## config.mk

```make
export PLATFORM = sky130hd
export DESIGN_NAME = serial_frame_tx_flat
export DESIGN_NICKNAME = d
export VERILOG_FILES = /design/src/rtl/serial_frame_tx_if.sv /design/src/rtl/serial_frame_tx.sv /design/src/flat_wrapper.sv
export SDC_FILE = /design/constraint.sdc
export NUM_CORES = 1
export LEC_CHECK = 0
export CORE_UTILIZATION = 37
export CTS_CLUSTER_SIZE = 16
export DETAILED_ROUTE_END_ITERATION = 6
export PLACE_DENSITY = 0.6
export REMOVE_ABC_BUFFERS = 1
export SLEW_MARGIN = 20
export SYNTH_ARGS = -nofsm -noshare
export SYNTH_HDL_FRONTEND = slang
export SYNTH_SLANG_ARGS = --single-unit
export TNS_END_PERCENT = 100
```

## constraint.sdc

```tcl
create_clock -name clk -period 4.92 [get_ports clk]
set_clock_uncertainty 0.15 [all_clocks]
set_input_delay 0.738 -clock clk [delete_from_list [all_inputs] [get_ports clk]]
set_output_delay 0.738 -clock clk [all_outputs]
set_load 0.01 [all_outputs]
```

## src/rtl/serial_frame_tx_if.sv

```systemverilog
// Handshake and line bundle for serial_frame_tx.
// master: word source side; slave: the transmitter.
interface serial_frame_tx_if #(
    parameter int unsigned DATA_W = 8
);
    logic              tx_valid_i;
    logic [DATA_W-1:0] tx_data_i;
    logic              tx_ready_o;
    logic              tx_o;
    logic              busy_o;
    logic              done_o;

    modport master (
        output tx_valid_i,
        output tx_data_i,
        input  tx_ready_o,
        input  tx_o,
        input  busy_o,
        input  done_o
    );

    modport slave (
        input  tx_valid_i,
        input  tx_data_i,
        output tx_ready_o,
        output tx_o,
        output busy_o,
        output done_o
    );
endinterface

```

## src/rtl/serial_frame_tx.sv

```systemverilog
// Parallel-in, serial-out frame transmitter: start bit (0), DATA_W data bits LSB-first,
// optional even-parity bit, stop bit (1). Each bit lasts CLKS_PER_BIT clocks.
// Optional feature macro: SERIAL_TX_PARITY_EN adds the even-parity bit before STOP.
// All outputs are flops loaded from the next-state values, so the line changes on the
// same edge as the state it reflects.
module serial_frame_tx #(
    parameter int unsigned DATA_W       = 8,
    parameter int unsigned CLKS_PER_BIT = 4
) (
    input logic              clk,
    input logic              reset,
    serial_frame_tx_if.slave bus
);

    localparam int unsigned PeriodW = $clog2(CLKS_PER_BIT) + 1;
    localparam int unsigned BitW    = $clog2(DATA_W) + 1;

    localparam logic [PeriodW-1:0] PeriodMax = PeriodW'(CLKS_PER_BIT - 1);
    localparam logic [PeriodW-1:0] PeriodOne = PeriodW'(1);
    localparam logic [BitW-1:0]    BitMax    = BitW'(DATA_W - 1);
    localparam logic [BitW-1:0]    BitOne    = BitW'(1);

    typedef enum logic [2:0] {
        StIdle,
        StStart,
        StData,
`ifdef SERIAL_TX_PARITY_EN
        StParity,
`endif
        StStop
    } state_e;

    state_e              state_q, state_d;
    logic [PeriodW-1:0]  period_q, period_d;
    logic [BitW-1:0]     bit_q, bit_d;
    logic [DATA_W-1:0]   shift_q, shift_d;
    logic                tx_q, tx_d;
    logic                ready_q, ready_d;
    logic                busy_q, busy_d;
    logic                done_q, done_d;
`ifdef SERIAL_TX_PARITY_EN
    logic                parity_q, parity_d;
`endif

    logic wrap;
    assign wrap = (period_q == PeriodMax);

    // State, counters, shift register and output flops; reset abandons any frame.
    always_ff @(posedge clk or negedge reset) begin
        if (!reset) begin
            state_q  <= StIdle;
            period_q <= '0;
            bit_q    <= '0;
            shift_q  <= '0;
            tx_q     <= 1'b1;
            ready_q  <= 1'b1;
            busy_q   <= 1'b0;
            done_q   <= 1'b0;
`ifdef SERIAL_TX_PARITY_EN
            parity_q <= 1'b0;
`endif
        end else begin
            state_q  <= state_d;
            period_q <= period_d;
            bit_q    <= bit_d;
            shift_q  <= shift_d;
            tx_q     <= tx_d;
            ready_q  <= ready_d;
            busy_q   <= busy_d;
            done_q   <= done_d;
`ifdef SERIAL_TX_PARITY_EN
            parity_q <= parity_d;
`endif
        end
    end

    // Next-state logic: handshake in idle, then advance only on period wrap.
    always_comb begin
        state_d  = state_q;
        period_d = period_q;
        bit_d    = bit_q;
        shift_d  = shift_q;
        done_d   = 1'b0;
`ifdef SERIAL_TX_PARITY_EN
        parity_d = parity_q;
`endif
        if (state_q != StIdle) begin
            period_d = wrap ? '0 : period_q + PeriodOne;
        end
        unique case (state_q)
            StIdle: begin
                if (bus.tx_valid_i && ready_q) begin
                    shift_d  = bus.tx_data_i;
                    period_d = '0;
                    bit_d    = '0;
                    state_d  = StStart;
`ifdef SERIAL_TX_PARITY_EN
                    parity_d = ^bus.tx_data_i;
`endif
                end
            end
            StStart: begin
                if (wrap) state_d = StData;
            end
            StData: begin
                if (wrap) begin
                    shift_d = shift_q >> 1;
                    bit_d   = bit_q + BitOne;
                    if (bit_q == BitMax) begin
`ifdef SERIAL_TX_PARITY_EN
                        state_d = StParity;
`else
                        state_d = StStop;
`endif
                    end
                end
            end
`ifdef SERIAL_TX_PARITY_EN
            StParity: begin
                if (wrap) state_d = StStop;
            end
`endif
            StStop: begin
                if (wrap) begin
                    state_d = StIdle;
                    done_d  = 1'b1;
                end
            end
            default: state_d = StIdle;
        endcase
    end

    // Output values for the state being entered, registered alongside it.
    always_comb begin
        tx_d    = 1'b1;
        ready_d = (state_d == StIdle);
        busy_d  = (state_d != StIdle);
        unique case (state_d)
            StIdle:   tx_d = 1'b1;
            StStart:  tx_d = 1'b0;
            StData:   tx_d = shift_d[0];
`ifdef SERIAL_TX_PARITY_EN
            StParity: tx_d = parity_d;
`endif
            StStop:   tx_d = 1'b1;
            default:  tx_d = 1'b1;
        endcase
    end

    assign bus.tx_o       = tx_q;
    assign bus.tx_ready_o = ready_q;
    assign bus.busy_o     = busy_q;
    assign bus.done_o     = done_q;

endmodule

```

## src/flat_wrapper.sv

```systemverilog
// flat-port wrapper written by rule: the top's interface ports become plain ports
module serial_frame_tx_flat 
#(
    parameter int unsigned DATA_W       = 8,
    parameter int unsigned CLKS_PER_BIT = 4
)
  (clk, reset, bus_tx_valid_i, bus_tx_data_i, bus_tx_ready_o, bus_tx_o, bus_busy_o, bus_done_o);
  serial_frame_tx_if #(.DATA_W(DATA_W)) bus_i ();
  input logic clk;
  input logic reset;
  input wire logic [$bits(bus_i.tx_valid_i)-1:0] bus_tx_valid_i;
  input wire logic [$bits(bus_i.tx_data_i)-1:0] bus_tx_data_i;
  output wire logic [$bits(bus_i.tx_ready_o)-1:0] bus_tx_ready_o;
  output wire logic [$bits(bus_i.tx_o)-1:0] bus_tx_o;
  output wire logic [$bits(bus_i.busy_o)-1:0] bus_busy_o;
  output wire logic [$bits(bus_i.done_o)-1:0] bus_done_o;
  assign bus_i.tx_valid_i = bus_tx_valid_i;
  assign bus_i.tx_data_i = bus_tx_data_i;
  assign bus_tx_ready_o = bus_i.tx_ready_o;
  assign bus_tx_o = bus_i.tx_o;
  assign bus_busy_o = bus_i.busy_o;
  assign bus_done_o = bus_i.done_o;
  serial_frame_tx #(.DATA_W(DATA_W), .CLKS_PER_BIT(CLKS_PER_BIT)) u_core (.clk(clk), .reset(reset), .bus(bus_i));
endmodule
```

==> metrics.yaml <==
finalHoldViolations: 0
final_nets: 122
viasPerCell: 5.17
synth-edff-count: 0
grt_pass1_vias: 659
drt-total-wl_um: 1680
gr-total-overflow: 0
cpMaxStageDelayCell: "dfstp_2"
ff_latch_area_um2: 553
drv_cap: 0
grt_pass1_wl_um: 2730
drc_errors: 0
multi_input_area_um2: 438
tightestPinTransition_ns: 0.535
synth-seq-area-share_pct: 54.2
power.density_nw_per_um2: 355
leakage_nw: 0.577
slew_violations: 0
die_width_um: 54.5
critPathMaxFanout: 3
cp-end-kind: "output pin"
cts.clk_slew.worst_paths_ns: 0.12
clock_latency_ns: 0.31
synth_area_leaders: "dfrtp_1, nand2_1, a22oi_1"
cts_max_level: 1
crit_cells: 1
fin_crit_sh_pct: 46.1
fmax_mhz: 441
async_flop_share_pct: 100
status: "finished clean"
cts_root_buf: "clkbuf_4"
gr-usage-all-layers_pct: 13.1
cts.repair.resized: 0
criticalPathCategory: "reg2out"
relSlewSlack_pct: 64.2
dr.pass1.iters: 4
final_core_util_pct: 47.6
cts_hold_buf: 0
synth.largest_area_cell: "dfrtp_1"
place.gp.congestion: 0.714
final.fill_count: 247
startpoint_type: "flop"
io_pins: 15
critical_path.top_delay_family: "flip-flops"
cts_tree: "built"
total_power_mw: 0.430
final_common_cell: "dfrtp_1"
drive_gt1_share_pct: 13.0
hpwl_um: 1210
coreArea_um2: 2540
postRouteAntennaNets: 0
vias: 713
r2r_end: "u_core.bit_q[0]"
antenna_found_initial: 0
ff2ff_setup_slack_ns: 2.94
io_buffers: 14
fin_ws_ns: 2.65
cts_buffer_depth: 2
rr_worst_depth: 4
fp.dieH_um: 54.5
vdd_drop_max_v: 0.000192
drt-initial-drc-count: 6
setup_violations: 0
initial_core_util_pct: 40.1
synthCells: 93
synth_seq_cells: 22
avgSynthCellArea_um2: 11.0
row_count: 18
crit_buf_inv: 1
grt_max_degree: 23
cp.required_ns: 4.03
yosys_warnings: 0
cts_post_setup_buffers_inserted: 0
synth_cell_types: 30
timing.rr.start: "u_core.period_q[0]"
rsz0062_at_grt: "no"
cts_inserted_buffers: 3
wl_per_cell_um: 12.2
synth_area_um2: 1020
clock-sinks: 22
period_minus_slack_ns: 2.27
die_area_um2: 2970
min_path_type: "in2async"
fin_setup_tns_ns: 0
cpPeakStageDelay_ns: 0.55
synth_flop_cell: "dfrtp_1"
worstPathCellList: "clkdlybuf4s50_1"
synth_top_area_share_pct: 49.1
final_cell_mix: "dfrtp_1, nand2_1, clkdlybuf4s50_1, a22oi_1, nor2_1"
pre_cts_ws_ns: 2.50
whs_ns: 0.223
area_growth_pct: 18.8
crit_arrival_ns: 1.38
diodes: 0
## through the flow
step	std cells	instance area, um2
6_report	138	1210
5_1_grt	138	1210
4_1_cts	138	1220
3_5_place_dp	134	1180
3_3_place_gp	134	1180
2_1_floorplan	90	1000
## worst max path at each step
stage                     startpoint               to  slack, ns
6_report       u_core.bus.tx_ready_o   bus_tx_ready_o       2.65
5_1_grt        u_core.bus.tx_ready_o   bus_tx_ready_o       2.59
4_1_cts        u_core.bus.tx_ready_o   bus_tx_ready_o       2.63
3_5_place_dp          bus_tx_valid_i  u_core.bus.tx_o       2.50
3_3_place_gp          bus_tx_valid_i  u_core.bus.tx_o       2.53
2_1_floorplan         bus_tx_valid_i  u_core.bus.tx_o       3.06
## power by group
group / leakage [nW] / internal, mW / switching (mW)
registers: 0.281 / 0.217 / 0.0211
clock network: 0.0210 / 0.0452 / 0.0528
logic: 0.275 / 0.0442 / 0.0498
total: 0.577 / 0.306 / 0.124
## area by class of cell
type / instances / area share (%)
sequential: 22 / 45.7
multi-input combinational: 65 / 36.2
timing repair buffer: 14 / 11.2
tap: 30 / 3.10
clock buffer: 4 / 3.00
inverter: 3 / 0.930
## sequential cells by signal (all words and copies together), names as in the netlist
signal	cells
u_core.bus.done_o	1
u_core.bus.tx_o	1
u_core.period_q	3
u_core.bus.busy_o	1
u_core.shift_q	8
u_core.state_q	3
u_core.bit_q	4
u_core.bus.tx_ready_o	1
## per-layer routing
| layer | track usage (%) | vias up | share of wire, % |
|---|---|---|---|
| met5 | 0 | - | 0 |
| met4 | 2.56 | 0 | 0.59 |
| met3 | 5.83 | 2 | 5.4 |
| met2 | 23.4 | 17 | 51 |
| met1 | 14.3 | 341 | 43 |
| li1 | - | 353 | - |
## cell usage after synthesis, drive strengths merged, types with 2 or more instances
cell type and count:
mux2i 2, nand2 16, a22oi 8, and3 2
nand3 4, inv 3, ha 2, buf 3
and2 3, dfrtp 20, o21ai 3, nor2 5
dfstp 2, xor2 2, nand2b 2, nor2b 4
## logic make-up (layout without fill, tap and decap cells)
logic type / after synthesis / in the layout / synth area share [%]
simple gates: 40 / 40 / 21.8
flops: 22 / 22 / 54.2
compound gates: 17 / 17 / 13.5
buf+inv: 6 / 21 / 2.82
mux: 3 / 3 / 3.07
fa+ha+maj: 2 / 2 / 2.45
xor+xnor: 2 / 2 / 1.72
other cells: 1 / 1 / 0.368
Power figures use the tool's default switching activity.
